### src/rtl/writeback_queue_pkg.sv
// Shared constants and helpers for the writeback queue and its FIFO.
package writeback_queue_pkg;

    localparam int WB_DEPTH  = 4;
    localparam int WB_DATA_W = 32;
    localparam int WB_ADDR_W = 5;
    localparam int WB_CNT_W  = $clog2(WB_DEPTH) + 1;
    localparam int NUM_REGS  = 32;

    localparam logic [WB_ADDR_W-1:0] REG_ZERO = 5'd0;

    // An entry is packed as {dest, data}; data occupies the low bits.
    localparam int ENTRY_W        = WB_ADDR_W + WB_DATA_W;
    localparam int ENTRY_DATA_OFF = 0;
    localparam int ENTRY_DEST_OFF = WB_DATA_W;

    // Decoded register bit used to build the pending-write mask.
    function automatic logic [NUM_REGS-1:0] oneHot(input logic [WB_ADDR_W-1:0] dest);
        oneHot = NUM_REGS'(1) << dest;
    endfunction

endpackage

### src/rtl/writeback_queue_if.sv
// Bundle of the ALU/load push ports, the register-file write port and status.
interface writeback_queue_if
    import writeback_queue_pkg::*;
#(
    parameter int DATA_W = WB_DATA_W,
    parameter int ADDR_W = WB_ADDR_W,
    parameter int CNT_W  = WB_CNT_W
);

    logic                aluValid;
    logic                aluReady;
    logic [ADDR_W-1:0]   aluDest;
    logic [DATA_W-1:0]   aluData;
    logic                memValid;
    logic [ADDR_W-1:0]   memDest;
    logic [DATA_W-1:0]   memData;
    logic                wrEn;
    logic [ADDR_W-1:0]   wrAddr;
    logic [DATA_W-1:0]   wrData;
    logic [NUM_REGS-1:0] busyMask;
    logic [CNT_W-1:0]    count;

    // Upstream producers and the register file sit on this side.
    modport master (
        output aluValid, aluDest, aluData, memValid, memDest, memData,
        input  aluReady, wrEn, wrAddr, wrData, busyMask, count
    );

    // The writeback queue itself sits on this side.
    modport slave (
        input  aluValid, aluDest, aluData, memValid, memDest, memData,
        output aluReady, wrEn, wrAddr, wrData, busyMask, count
    );

endinterface

### src/rtl/writeback_queue_fifo.sv
// Two-write / one-read circular buffer. Port 0 is written ahead of port 1
// in the same cycle, so port 0 must carry the older result.
module sync_fifo_2w
    import writeback_queue_pkg::*;
#(
    parameter int DEPTH  = WB_DEPTH,
    parameter int DATA_W = WB_DATA_W,
    parameter int ADDR_W = WB_ADDR_W,
    parameter int CNT_W  = $clog2(DEPTH) + 1
)(
    input  logic                          clk,
    input  logic                          rst,
    input  logic                          i_wr0En,
    input  logic [ADDR_W-1:0]             i_wr0Dest,
    input  logic [DATA_W-1:0]             i_wr0Data,
    input  logic                          i_wr1En,
    input  logic [ADDR_W-1:0]             i_wr1Dest,
    input  logic [DATA_W-1:0]             i_wr1Data,
    input  logic                          i_rdEn,
    output logic [ADDR_W-1:0]             o_headDest,
    output logic [DATA_W-1:0]             o_headData,
    output logic [CNT_W-1:0]              o_count,
    output logic [DEPTH-1:0]              o_validVec,
    output logic [DEPTH-1:0][ADDR_W-1:0]  o_destVec
);

    localparam int PTR_W = $clog2(DEPTH);

    logic [PTR_W-1:0]  r_head;
    logic [PTR_W-1:0]  r_tail;
    logic [CNT_W-1:0]  r_count;
    logic [DEPTH-1:0]  r_valid;
    logic [ADDR_W-1:0] r_dest [DEPTH];
    logic [DATA_W-1:0] r_data [DEPTH];

    logic              w_pop;
    logic [PTR_W-1:0]  w_slot0;
    logic [PTR_W-1:0]  w_slot1;

    // Port 1 lands right behind port 0, or at the tail when port 0 is idle.
    always_comb begin
        w_pop   = i_rdEn && (r_count != '0);
        w_slot0 = r_tail;
        w_slot1 = r_tail + PTR_W'(i_wr0En);
    end

    // Pointers and occupancy; power-of-two depth makes pointer wrap free.
    always_ff @(posedge clk) begin
        if (rst) begin
            r_head  <= '0;
            r_tail  <= '0;
            r_count <= '0;
        end else begin
            r_head  <= r_head + PTR_W'(w_pop);
            r_tail  <= r_tail + PTR_W'(i_wr0En) + PTR_W'(i_wr1En);
            r_count <= r_count + CNT_W'(i_wr0En) + CNT_W'(i_wr1En) - CNT_W'(w_pop);
        end
    end

    // Per-slot valid bits feed the pending-register mask.
    always_ff @(posedge clk) begin
        if (rst) begin
            r_valid <= '0;
        end else begin
            if (w_pop) begin
                r_valid[r_head] <= 1'b0;
            end
            if (i_wr0En) begin
                r_valid[w_slot0] <= 1'b1;
            end
            if (i_wr1En) begin
                r_valid[w_slot1] <= 1'b1;
            end
        end
    end

    // Entry storage needs no reset; the valid bits qualify it.
    always_ff @(posedge clk) begin
        if (i_wr0En) begin
            r_dest[w_slot0] <= i_wr0Dest;
            r_data[w_slot0] <= i_wr0Data;
        end
        if (i_wr1En) begin
            r_dest[w_slot1] <= i_wr1Dest;
            r_data[w_slot1] <= i_wr1Data;
        end
    end

    // Expose head entry and the destination of every slot.
    always_comb begin
        o_headDest = r_dest[r_head];
        o_headData = r_data[r_head];
        o_count    = r_count;
        o_validVec = r_valid;
        o_destVec  = '0;
        for (int i = 0; i < DEPTH; i++) begin
            o_destVec[i] = r_dest[i];
        end
    end

endmodule

### src/rtl/writeback_queue.sv
// Writeback stage: merges ALU and load results into a FIFO and retires one
// register-file write per cycle, publishing a pending-register mask.
module writeback_queue
    import writeback_queue_pkg::*;
#(
    parameter int DEPTH  = WB_DEPTH,
    parameter int DATA_W = WB_DATA_W,
    parameter int ADDR_W = WB_ADDR_W
)(
    input  logic              clk,
    input  logic              rst,
    writeback_queue_if.slave  wb
);

    localparam int CNT_W = $clog2(DEPTH) + 1;
    localparam logic [CNT_W-1:0] READY_MAX = CNT_W'(DEPTH - 2);
    localparam logic [CNT_W-1:0] FULL_CNT  = CNT_W'(DEPTH);

    logic                         w_aluReady;
    logic                         w_aluStore;
    logic                         w_memStore;
    logic                         w_pop;
    logic [ADDR_W-1:0]            w_headDest;
    logic [DATA_W-1:0]            w_headData;
    logic [CNT_W-1:0]             w_count;
    logic [DEPTH-1:0]             w_validVec;
    logic [DEPTH-1:0][ADDR_W-1:0] w_destVec;
    logic [NUM_REGS-1:0]          w_busyMask;

    logic                         r_wrEn;
    logic [ADDR_W-1:0]            r_wrAddr;
    logic [DATA_W-1:0]            r_wrData;

    // Keep one slot free for loads, which cannot be stalled; dest 0 pushes
    // complete their handshake but never reach the queue.
    always_comb begin
        w_aluReady = (w_count <= READY_MAX);
        w_aluStore = wb.aluValid && w_aluReady && (wb.aluDest != REG_ZERO);
        w_memStore = wb.memValid && (wb.memDest != REG_ZERO);
        w_pop      = (w_count != '0);
    end

    // The load goes in port 0 because it belongs to the older instruction.
    sync_fifo_2w #(
        .DEPTH  (DEPTH),
        .DATA_W (DATA_W),
        .ADDR_W (ADDR_W),
        .CNT_W  (CNT_W)
    ) u_fifo (
        .clk        (clk),
        .rst        (rst),
        .i_wr0En    (w_memStore),
        .i_wr0Dest  (wb.memDest),
        .i_wr0Data  (wb.memData),
        .i_wr1En    (w_aluStore),
        .i_wr1Dest  (wb.aluDest),
        .i_wr1Data  (wb.aluData),
        .i_rdEn     (w_pop),
        .o_headDest (w_headDest),
        .o_headData (w_headData),
        .o_count    (w_count),
        .o_validVec (w_validVec),
        .o_destVec  (w_destVec)
    );

    // Register the head into the write port; address/data hold when idle.
    always_ff @(posedge clk) begin
        if (rst) begin
            r_wrEn   <= 1'b0;
            r_wrAddr <= '0;
            r_wrData <= '0;
        end else if (w_pop) begin
            r_wrEn   <= 1'b1;
            r_wrAddr <= w_headDest;
            r_wrData <= w_headData;
        end else begin
            r_wrEn   <= 1'b0;
        end
    end

    // Pending mask from state only: queued entries plus the write in flight.
    always_comb begin
        w_busyMask = '0;
        for (int i = 0; i < DEPTH; i++) begin
            if (w_validVec[i]) begin
                w_busyMask = w_busyMask | oneHot(w_destVec[i]);
            end
        end
        if (r_wrEn) begin
            w_busyMask = w_busyMask | oneHot(r_wrAddr);
        end
    end

    // A load arriving with no free slot would be silently lost.
    always_ff @(posedge clk) begin
        if (!rst) begin
            assert (!(wb.memValid && (w_count == FULL_CNT)));
            assert (w_count < FULL_CNT);
        end
    end

    // Drive the interface outputs.
    always_comb begin
        wb.aluReady = w_aluReady;
        wb.wrEn     = r_wrEn;
        wb.wrAddr   = r_wrAddr;
        wb.wrData   = r_wrData;
        wb.busyMask = w_busyMask;
        wb.count    = w_count;
    end

endmodule
### src/flat_wrapper.sv
// flat-port wrapper written by rule: the top's interface ports become plain ports
module writeback_queue_flat import writeback_queue_pkg::*;
#(
    parameter int DEPTH  = WB_DEPTH,
    parameter int DATA_W = WB_DATA_W,
    parameter int ADDR_W = WB_ADDR_W
)
  (clk, rst, wb_aluValid, wb_aluDest, wb_aluData, wb_memValid, wb_memDest, wb_memData, wb_aluReady, wb_wrEn, wb_wrAddr, wb_wrData, wb_busyMask, wb_count);
  writeback_queue_if #(.DATA_W(DATA_W), .ADDR_W(ADDR_W)) wb_i ();
  input  logic clk;
  input  logic rst;
  input wire logic [$bits(wb_i.aluValid)-1:0] wb_aluValid;
  input wire logic [$bits(wb_i.aluDest)-1:0] wb_aluDest;
  input wire logic [$bits(wb_i.aluData)-1:0] wb_aluData;
  input wire logic [$bits(wb_i.memValid)-1:0] wb_memValid;
  input wire logic [$bits(wb_i.memDest)-1:0] wb_memDest;
  input wire logic [$bits(wb_i.memData)-1:0] wb_memData;
  output wire logic [$bits(wb_i.aluReady)-1:0] wb_aluReady;
  output wire logic [$bits(wb_i.wrEn)-1:0] wb_wrEn;
  output wire logic [$bits(wb_i.wrAddr)-1:0] wb_wrAddr;
  output wire logic [$bits(wb_i.wrData)-1:0] wb_wrData;
  output wire logic [$bits(wb_i.busyMask)-1:0] wb_busyMask;
  output wire logic [$bits(wb_i.count)-1:0] wb_count;
  assign wb_i.aluValid = wb_aluValid;
  assign wb_i.aluDest = wb_aluDest;
  assign wb_i.aluData = wb_aluData;
  assign wb_i.memValid = wb_memValid;
  assign wb_i.memDest = wb_memDest;
  assign wb_i.memData = wb_memData;
  assign wb_aluReady = wb_i.aluReady;
  assign wb_wrEn = wb_i.wrEn;
  assign wb_wrAddr = wb_i.wrAddr;
  assign wb_wrData = wb_i.wrData;
  assign wb_busyMask = wb_i.busyMask;
  assign wb_count = wb_i.count;
  writeback_queue #(.DEPTH(DEPTH), .DATA_W(DATA_W), .ADDR_W(ADDR_W)) u_core (.clk(clk), .rst(rst), .wb(wb_i));
endmodule
### config.mk
export PLATFORM = sky130hd
export DESIGN_NAME = writeback_queue_flat
export DESIGN_NICKNAME = d
export VERILOG_FILES = /design/src/rtl/writeback_queue_pkg.sv /design/src/rtl/writeback_queue_if.sv /design/src/rtl/writeback_queue_fifo.sv /design/src/rtl/writeback_queue.sv /design/src/flat_wrapper.sv
export SDC_FILE = /design/constraint.sdc
export NUM_CORES = 1
export LEC_CHECK = 0
export ABC_AREA = 1
export BUFFER_PORTS_ARGS = -buffer_cell sky130_fd_sc_hd__buf_2
export CAP_MARGIN = 20
export CORE_MARGIN = 4
export CORE_UTILIZATION = 45
export DETAILED_ROUTE_END_ITERATION = 12
export GPL_ROUTABILITY_DRIVEN = 1
export PLACE_DENSITY = 0.71
export SYNTH_ARGS = -nofsm -noshare
export SYNTH_HDL_FRONTEND = slang
export SYNTH_SLANG_ARGS = --single-unit
### constraint.sdc
create_clock -name clk -period 3.35 [get_ports clk]
set_input_delay 0.67 -clock clk [delete_from_list [all_inputs] [get_ports clk]]
set_output_delay 0.67 -clock clk [all_outputs]
set_load 0.05 [all_outputs]
==> results of run 1 <==
==> logic make-up (layout without fill, tap and decap cells) <==
kind of cell / after synthesis / in the layout
simple gates: 683 / 683
compound gates: 243 / 243
other cells: 0 / 2
fa+ha+maj: 7 / 7
xor+xnor: 3 / 3
buf+inv: 203 / 324
flops: 197 / 197
==> report_power, final <==
group	total, W	switching (W)	internal [W]
Combinational	0.00495	0.00367	0.00128
Sequential	0.00416	0.000476	0.00368
Clock	0.00211	0.000967	0.00114
Total	0.0112	0.00512	0.00610
==> registers in the layout, indices dropped and copies added (netlist names) <==
signal,count
u_core.u_fifo.o_count,3
u_core.u_fifo.o_validVec,4
u_core.u_fifo.r_data,128
u_core.u_fifo.r_dest,20
u_core.u_fifo.r_head,2
u_core.u_fifo.r_tail,2
u_core.wb.wrAddr,5
u_core.wb.wrData,32
u_core.wb.wrEn,1
==> metrics by stage <==
stage | power (W) | hold slack, ns | instance area [sq um] | setup slack [ns] | utilization
final | 0.0112 | 0.479 | 12400 | 0.383 | 0.529
after global routing | 0.0119 | 0.504 | 12400 | 0.272 | 0.529
after CTS | 0.0113 | 0.485 | 12400 | 0.408 | 0.529
after detailed placement | 0.00914 | 0.467 | 11800 | 0.367 | 0.502
after global placement | 0.00906 | 0.462 | 11800 | 0.422 | 0.502
after floorplan | 0.00763 | 0.451 | 10800 | 0.225 | -
==> critical path, stage by stage, from the launching register on <==
cell and delay [ns]:
edfxtp_1 0.57, nor2_1 0.59, nand2_1 0.15, o22ai_1 0.14, nor2_1 0.09, nand2_1 0.06
buf_2 0.25
==> synth_stat cells (13+ instances only) <==
cell,count,area share
clkbuf_1,35,0.012
buf_2,29,0.013
a211oi_1,16,0.011
edfxtp_1,148,0.41
a21oi_1,13,0.0060
nand4_1,40,0.023
nand3_1,111,0.051
o21ai_2,20,0.016
o21ai_0,63,0.029
nor3_1,33,0.015
nor2_1,112,0.039
nand2_1,361,0.13
o21ai_1,108,0.050
inv_1,116,0.040
dfxtp_1,49,0.091
==> path summary, 6_finish.rpt <==
| path | start | endpoint | slack, ns | depth (start not counted) |
|---|---|---|---|---|
| worst max-delay path | u_core.u_fifo.r_dest[2][3] | wb_busyMask[1] | 0.38 | 6 |
| worst max register to register | u_core.u_fifo.o_count[1] | u_core.u_fifo.o_count[2] | 0.86 | 11 |
| worst min register to register | u_core.u_fifo.r_data[2][3] | u_core.wb.wrData[3] | 0.48 | 2 |
| worst min-delay path | u_core.u_fifo.r_data[2][3] | u_core.wb.wrData[3] | 0.48 | 2 |
==> metal layers <==
metal  up-vias  track usage  share of wire
li1       4788            -              -
met1      4504        0.302           0.40
met2       431        0.394           0.48
met3        84       0.0443          0.079
met4         4        0.119          0.041
met5         -            0        0.00082
==> layout make-up <==
| cell class | instances | area (sq um) | share of cell area |
|---|---|---|---|
| multi-input combinational | 936 | 4520 | 0.363 |
| timing repair buffer | 173 | 1030 | 0.0830 |
| clock inverter | 15 | 190 | 0.0153 |
| tap | 319 | 399 | 0.0321 |
| inverter | 119 | 447 | 0.0359 |
| clock buffer | 17 | 425 | 0.0342 |
| sequential | 197 | 5430 | 0.436 |
| antenna | 2 | 5.00 | 0.000402 |
==> summary.md, run 1 <==
| Metric | Value |
|---|---|
| Status | finished clean |
| Hold Fails Final Rpt | 0 |
| IO buf count | 151 |
| Synth Area in Compound Gates | 0.128 |
| Root buffer cell | clkbuf_16 |
| Number of routed nets with antenna violations | 0 |
| Largest net degree at the start of global routing | 65 |
| Share of cells above drive strength 1 | 0.166 |
| MaxCap Viol Count | 0 |
| Area of the core | 23500 sq um |
| Slew headroom | 0.275 |
| Die area | 26500 sq um |
| Max IR drop VDD | 0.426 mV |
| TNS Setup | 0 ns |
| H-tree depth | 4 |
| Total grt overflow | 0 |
| Initial antenna violation count | 3 |
| CP Launch Type | register |
| Setup Buffers After CTS | 0 |
| CP required | 2.68 ns |
| Simple-gate share of the synthesized area | 0.273 |
| Post-synth ARST share | 0 |
| Final Skew | 0.0168 ns |
| Max Clk Rate | 337 MHz |
| Hold crit path type | reg2reg |
| Via density | 5.52 |
| Final nets | 1529 |
| CTS Buf Count | 17 |
| RD Place Congestion | 1.05 |
| Area Overhead vs Synth | 15.3% |
| Wire per inst | 17.9 um |
| CTS Buffer Depth | 2 |
| Starting Density | 0.459 |
| Final wirelength | 31.8 mm |
| Post-synthesis mux area share | 0 |
| Synth Area in Adders | 0.00950 |
| First-pass GRT wire length | 49.5 mm |
| Vias in the first global route | 9294 |
| Setup-failing EPs final | 0 |
| Crit Path Class | reg2out |
| CTS tree | built |
| Commonest non-fill, non-tap cell in the layout | nand2_1 |
| RSZ-0062 raised after global routing | no |
| Prevailing post-synth register cell | edfxtp_1 |
| Cell leakage power | 5.42 nW |
| Setup crit end kind | output port |
| Max FO, Critical Path | 10 |
| Sequential area share after synthesis | 0.502 |
| Yosys cell types | 35 |
| Die Y | 163 um |
| Overall routing resource usage | 0.239 |
| Largest family of logic cells by synthesized area | simple AND/OR/NAND/NOR gates |
| Vias post-DR | 9811 |
| Fillcell total | 2204 |
| TritonRoute pass-1 iters | 6 |
| Non-Filler Instances | 1778 |
| Final Max Tran Viols | 0 |
| EDFF count, synth | 148 |
| Final Cycle Share | 0.886 |
| Row count | 56 |
| Critical path arrival | 2.30 ns |
| I/O pin cnt | 152 |
| Avg Synthesized Cell Area | 8.08 sq um |
| Minimum clock period | 2.97 ns |
| Clock sink count | 197 |
| Net count after synthesis | 1421 |
| Placed cells | 1744 |
| DRC Markers | 0 |
| Ys Warns | 0 |
| Post-Syn Area | 10800 sq um |
| Clock latency on the worst-skew pair | 0.44 ns |
| Most frequent cells in the layout | nand2_1, buf_2, edfxtp_1, inv_1, nand3_1 |
| Die width | 163 um |
| Cell Pwr Density | 901 nW/um^2 |
| Worst slew pin tran | 1.08 ns |
| FF+latch count, synth | 197 |
| Clk slew on worst S/H paths | 0.07 ns |
| Mapped Cells | 1336 |
| Xor/xnor share of the synthesized area | 0.00243 |
| Iter 0 DRT Violations | 835 |
| Cts-stage hold buffer count | 0 |
| Cts repair resizes | 0 |
| DP Wirelength | 22.0 mm |
No activity file was read; power rests on OpenSTA's default activity.
==> inputs of run 2 (changes only) <==
--- a/config.mk
+++ b/config.mk
@@ -9,10 +9,10 @@
 export BUFFER_PORTS_ARGS = -buffer_cell sky130_fd_sc_hd__buf_2
 export CAP_MARGIN = 20
 export CORE_MARGIN = 4
-export CORE_UTILIZATION = 45
+export CORE_UTILIZATION = 54
 export DETAILED_ROUTE_END_ITERATION = 12
 export GPL_ROUTABILITY_DRIVEN = 1
-export PLACE_DENSITY = 0.71
+export PLACE_DENSITY = 0.82
 export SYNTH_ARGS = -nofsm -noshare
 export SYNTH_HDL_FRONTEND = slang
 export SYNTH_SLANG_ARGS = --single-unit
==> run 2 against run 1 <==
Core utilization grew 10 points. Critical path type unchanged. Non-clock buffer count grew 1. Clock power shrank 7%. Register-to-register slack lost 0.04 ns. Largest cell class unchanged. Cell area shrank 1.1%. Cell count shrank 3.1%. Critical path depth shrank 1.
==> summary.md, run 2 (synthesized netlist as in run 1, its figures left out) <==
| Metric | Value |
|---|---|
| MaxCap Viol Count | 0 |
| Hold Fails Final Rpt | 0 |
| Setup-failing EPs final | 0 |
| Cts-stage hold buffer count | 0 |
| Starting Density | 0.551 |
| Max FO, Critical Path | 12 |
| Clock latency on the worst-skew pair | 0.44 ns |
| I/O pin cnt | 152 |
| CTS Buffer Depth | 2 |
| Root buffer cell | clkbuf_16 |
| RR Startpoint | u_core.u_fifo.o_count[1] |
| Final wirelength | 32.0 mm |
| Die area | 22300 sq um |
| Final Max Tran Viols | 0 |
| Switch share | 0.463 |
| Max reg flops | 128 |
| Crit Path Class | reg2out |
| Final Cycle Share | 0.911 |
| Slew headroom | 0.439 |
| Wire per inst | 18.6 um |
| R2R Path End | u_core.u_fifo.o_count[2] |
| RD Place Congestion | 1.01 |
| Iter 0 DRT Violations | 1147 |
| DP Wirelength | 22.1 mm |
| Max Clk Rate | 328 MHz |
| TNS Setup | 0 ns |
| Vias post-DR | 10100 |
| CP Launch Type | register |
| Minimum clock period | 3.05 ns |
| Cell Pwr Density | 901 nW/um^2 |
| Clk slew on worst S/H paths | 0.08 ns |
| Final nets | 1530 |
| Largest net degree at the start of global routing | 76 |
| Vias in the first global route | 9259 |
| Hold Path Origin | u_core.u_fifo.r_data[2][16] |
| Hold path depth | 2 |
| Initial antenna violation count | 1 |
| Hold crit path type | reg2reg |
| Area Overhead vs Synth | 14.0% |
| Overall routing resource usage | 0.287 |
| P_int | 0.00596 W |
| R2R cell count | 11 |
| Most frequent cells in the layout | nand2_1, buf_2, edfxtp_1, inv_1, nand3_1 |
| Switching Power | 0.00513 W |
| Part of the power in registers | 0.378 |
| Setup crit end kind | output port |
| Number of routed nets with antenna violations | 0 |
| H-tree depth | 4 |
| Via density | 5.86 |
| Largest Register | u_core.u_fifo.r_data |
| Commonest non-fill, non-tap cell in the layout | nand2_1 |
| Comb pwr share | 0.444 |
| Final Skew | 0.0121 ns |
| Cts repair resizes | 0 |
| Max IR drop VDD | 0.624 mV |
| Min-Delay Endpoint | u_core.wb.wrData[16] |
| Die Y | 149 um |
| Setup Buffers After CTS | 0 |
| TritonRoute pass-1 iters | 5 |
| CTS tree | built |
| Status | finished clean |
| CP required | 2.68 ns |
| Row count | 51 |
| Clock sink count | 197 |
| IO buf count | 151 |
| Critical path arrival | 2.38 ns |
| Die width | 149 um |
| DRC Markers | 0 |
| Worst slew pin tran | 0.839 ns |
| Share of cells above drive strength 1 | 0.167 |
| CTS Buf Count | 17 |
| First-pass GRT wire length | 49.7 mm |
| Clk pwr share | 0.178 |
| Finished Core Util | 0.628 |
| RSZ-0062 raised after global routing | no |
| Cell leakage power | 5.39 nW |
| Reg2Reg Setup Slack | 0.82 ns |
| Total grt overflow | 0 |
| Antenna diode count | 0 |
| Area of the core | 19600 sq um |
## run 2: final cells by class
type / instances / area (sq um)
Clock buffer: 18 / 439
Clock inverter: 14 / 140
Tap cell: 265 / 332
Fill cell: 1687 / 7280
Multi-Input combinational cell: 936 / 4520
Sequential cell: 197 / 5430
Inverter: 119 / 447
Timing Repair Buffer: 174 / 1000
## run 2: worst max-delay path by stage
stage,startpoint,to,slack (ns)
finish,u_core.u_fifo.r_dest[2][2],wb_busyMask[4],0.30
global route,u_core.u_fifo.r_dest[2][2],wb_busyMask[4],0.22
CTS,u_core.u_fifo.r_dest[2][2],wb_busyMask[4],0.36
detailed placement,wb_memDest[2],u_core.u_fifo.r_data[1][13],0.33
global placement,wb_memDest[2],u_core.u_fifo.r_data[1][13],0.41
floorplan,wb_memDest[2],u_core.u_fifo.r_data[3][0],0.23
## run 2: routing by layer
metal  global-route usage  vias up  part of all wire
li1                     -     4792                 -
met1                0.388     4688              0.40
met2                0.475      532              0.48
met3               0.0392       76             0.083
met4                0.106        2             0.035
met5                    0        -           0.00041
## run 2: power groups by stage
| stage | Combinational [W] | Sequential, W | Clock (W) |
|---|---|---|---|
| after CTS | 0.00492 | 0.00418 | 0.00199 |
| after floorplan | 0.00300 | 0.00463 | 0 |
| final | 0.00493 | 0.00419 | 0.00197 |
| after global placement | 0.00479 | 0.00419 | 0 |
| after global routing | 0.00539 | 0.00427 | 0.00209 |
| after detailed placement | 0.00488 | 0.00422 | 0 |
## run 2: per-stage QoR
| stage | power (W) | instances | setup WS (ns) | cell area [sq um] | hold slack [ns] |
|---|---|---|---|---|---|
| finish | 0.0111 | 1723 | 0.298 | 12300 | 0.478 |
| CTS | 0.0111 | 1723 | 0.358 | 12300 | 0.485 |
| floorplan | 0.00763 | 1336 | 0.225 | 10800 | 0.451 |
| global placement | 0.00897 | 1691 | 0.410 | 11700 | 0.457 |
| global route | 0.0118 | 1723 | 0.217 | 12300 | 0.519 |
| detailed placement | 0.00911 | 1691 | 0.329 | 11700 | 0.467 |
## run 2: critical path, cell delays in order (launching register included)
cell	delay (ns)
edfxtp_1	0.63
nor3b_1	0.63
nand3_1	0.15
nand3_1	0.14
nand3b_1	0.13
buf_2	0.27
==> inputs of run 3 (changes only) <==
--- a/config.mk
+++ b/config.mk
@@ -5,7 +5,6 @@
 export SDC_FILE = /design/constraint.sdc
 export NUM_CORES = 1
 export LEC_CHECK = 0
-export ABC_AREA = 1
 export BUFFER_PORTS_ARGS = -buffer_cell sky130_fd_sc_hd__buf_2
 export CAP_MARGIN = 20
 export CORE_MARGIN = 4
==> constraint.sdc (replaced) <==
create_clock -name clk -period 3.8 [get_ports clk]
set_input_delay 0.76 -clock clk [delete_from_list [all_inputs] [get_ports clk]]
set_output_delay 0.76 -clock clk [all_outputs]
set_load 0.05 [all_outputs]
==> run 3 against run 2 <==
First-iteration DRC count is 48% lower. Sequential power is 9.3% lower. Critical path depth down 1. Register-to-register slack improved by 0.10 ns. Flip-flop and latch count stayed put. Wire length is 8.7% lower. Area after synthesis grew 2.0%. Power decreased by 9.6%. Clock skew up 0.0036 ns. Cell area up 2.8%. Core utilization rose by 1.2 points.
==> summary.md, run 3 <==
| Metric | Value |
|---|---|
| Status | finished clean |
| Total grt overflow | 0 |
| Prevailing post-synth register cell | edfxtp_1 |
| Clock sink count | 197 |
| Die width | 151 um |
| Finished Core Util | 0.640 |
| Worst path max stage delay | 0.62 ns |
| EDFF count, synth | 148 |
| CTS tree | built |
| FF+latch count, synth | 197 |
| Setup crit end kind | output port |
| First-pass GRT wire length | 44.5 mm |
| TritonRoute pass-1 iters | 5 |
| Die Y | 151 um |
| Simple-gate share of the synthesized area | 0.127 |
| Hold Fails Final Rpt | 0 |
| Mapped Cells | 851 |
| CP endpoint | wb_busyMask[9] |
| WP depth | 4 |
| Part of the power in registers | 0.379 |
| Hold crit path type | reg2reg |
| Iter 0 DRT Violations | 592 |
| Setup-failing EPs final | 0 |
| Xor/xnor share of the synthesized area | 0.00398 |
| CP Buf/Inv Count | 1 |
| DRC Markers | 0 |
| Top post-synthesis cells by area | edfxtp_1, mux2_4, dfxtp_1 |
| Final wirelength | 29.2 mm |
| Max FO, Critical Path | 11 |
| Slew headroom | 0.342 |
| Via density | 6.19 |
| TNS Setup | 0 ns |
| Switching Power | 0.00421 W |
| CTS Buf Count | 17 |
| Worst setup path start | u_core.u_fifo.r_dest[1][0] |
| Max reg flops | 128 |
| IO buf count | 151 |
| Final nets | 1073 |
| Starting Density | 0.557 |
| RD Place Congestion | 0.994 |
| Most frequent cells in the layout | buf_2, edfxtp_1, mux2_4, nand2_1, dfxtp_1 |
| Hold slack | 0.449 ns |
| Clock latency on the worst-skew pair | 0.43 ns |
| H-tree depth | 4 |
| MaxCap Viol Count | 0 |
| Final Cycle Share | 0.858 |
| Synth area leader | edfxtp_1 |
| Avg Synthesized Cell Area | 12.9 sq um |
| Cts repair resizes | 0 |
| Post-synth top cells | edfxtp_1, mux2_4, nand2_1 |
| RSZ-0062 raised after global routing | no |
| Clk pwr share | 0.171 |
| Crit path cell chain | nor2b_1 > nand3_1 > o311ai_0 > buf_2 |
| Clk slew on worst S/H paths | 0.07 ns |
| Final Skew | 0.0157 ns |
| Post-synth ARST share | 0 |
| Synth Area in Compound Gates | 0.0677 |
| Area of the core | 19800 sq um |
| Die area | 22700 sq um |
| Cell Pwr Density | 792 nW/um^2 |
| Final Max Tran Viols | 0 |
| Cts-stage hold buffer count | 0 |
| R2R Path End | u_core.u_fifo.o_count[2] |
| Ys Warns | 0 |
| Commonest non-fill, non-tap cell in the layout | buf_2 |
| Slowest cell on crit path | edfxtp_1 |
| Net count after synthesis | 936 |
| CP required | 3.04 ns |
| I/O pin cnt | 152 |
| Synth Area in Adders | 0.00931 |
| Post-Syn Area | 11000 sq um |
| P_int | 0.00582 W |
| CP Launch Type | register |
| Largest net degree at the start of global routing | 50 |
| Fin area | 12700 sq um |
| Vias post-DR | 7853 |
| Cell leakage power | 4.83 nW |
| RR Startpoint | u_core.u_fifo.o_count[1] |
| Row count | 51 |
| Minimum clock period | 3.26 ns |
| Sequential area share after synthesis | 0.493 |
| R2R cell count | 10 |
| Initial antenna violation count | 2 |
| Crit-path leading delay family | simple AND/OR/NAND/NOR gates |
| Reg2Reg Setup Slack | 0.92 ns |
| Setup Buffers After CTS | 0 |
| Max Clk Rate | 307 MHz |
| Share of cells above drive strength 1 | 0.408 |
| Switch share | 0.419 |
| Post-synthesis mux area share | 0.268 |
| Number of routed nets with antenna violations | 0 |
| Wire per inst | 23.0 um |
| Overall routing resource usage | 0.255 |
| Top-count cell post-synth | edfxtp_1 |
| Largest Register | u_core.u_fifo.r_data |
| Vias in the first global route | 7866 |
| Root buffer cell | clkbuf_16 |
| Crit Path Class | reg2out |
| Yosys cell types | 50 |
| Worst slew pin tran | 0.987 ns |
| Area Overhead vs Synth | 14.9% |
| Cell Area, Placed | 12100 sq um |
| Largest family of logic cells by synthesized area | multiplexers |
| DP Wirelength | 19.7 mm |
| Max IR drop VDD | 0.563 mV |
| Comb pwr share | 0.450 |
| Critical path arrival | 2.50 ns |
| Yosys top cell area share | 0.403 |
| CTS Buffer Depth | 2 |
[run 3: cell count changes in the layout (fill, tap and decap cells not counted), sizes merged, moves of 12 or more]
cell | before | now
mux4 | 0 | 37
a21oi | 13 | 44
inv | 125 | 18
nor2 | 113 | 32
nand3 | 111 | 25
a211oi | 16 | 0
a22oi | 7 | 19
nand4 | 44 | 10
o21ai | 191 | 5
nand2b | 0 | 17
nand2 | 362 | 116
mux2 | 0 | 148
[run 3: cells by family after synthesis]
kind of cell	after synthesis
DFF	197
adders and majority gates	7
and+or+nand+nor	276
xor gates and xnor gates	5
buffers and inverters	68
AOI/OAI and AO/OA	113
muxes	185
[run 3: layer usage]
layer | track usage | vias up | share of wire
met3 | 0.0530 | 59 | 0.082
met5 | 0 | - | 0
li1 | - | 3521 | -
met1 | 0.319 | 3868 | 0.39
met2 | 0.445 | 405 | 0.51
met4 | 0.0834 | 0 | 0.026
[run 3: area by class of cell]
| type | count | area [sq um] |
|---|---|---|
| well taps | 265 | 332 |
| repair buffers | 175 | 1040 |
| fillers | 1422 | 7120 |
| inverters | 11 | 41.3 |
| clock buffers | 22 | 475 |
| multi-input cells | 586 | 5260 |
| flip-flops and latches | 197 | 5430 |
| diodes | 2 | 5.00 |
| clock inverters | 10 | 86.3 |
[run 3: tightest hold or removal path, cell delays in order (launching register included)]
cell and delay (ns):
dfxtp_1 0.31, nand2_1 0.05, a21oi_1 0.05
[run 3: per-stage QoR]
step                      power [W]  setup slack, ns  std cells
after floorplan             0.00703            0.212        851
after global placement      0.00817            0.511       1233
after detailed placement    0.00827            0.458       1233
after CTS                    0.0100            0.598       1265
after global routing         0.0105            0.499       1268
final                        0.0100            0.538       1268
[run 3: power by group through the flow]
stage | clock, W | combinational [W] | sequential, W
3_5_place_dp | 0 | 0.00439 | 0.00388
4_1_cts | 0.00174 | 0.00444 | 0.00385
6_report | 0.00172 | 0.00451 | 0.00380
3_3_place_gp | 0 | 0.00433 | 0.00383
2_1_floorplan | 0 | 0.00281 | 0.00422
5_1_grt | 0.00183 | 0.00476 | 0.00388
[run 3: worst min path at each step]
stage,start,endpoint,cells after the start
finish,u_core.wb.wrData[19],u_core.wb.wrData[19],2
global route,u_core.wb.wrData[23],u_core.wb.wrData[23],2
CTS,u_core.wb.wrData[24],u_core.wb.wrData[24],2
detailed placement,u_core.wb.wrData[24],u_core.wb.wrData[24],2
global placement,u_core.wb.wrData[12],u_core.wb.wrData[12],2
floorplan,u_core.u_fifo.o_validVec[2],u_core.u_fifo.o_validVec[2],2
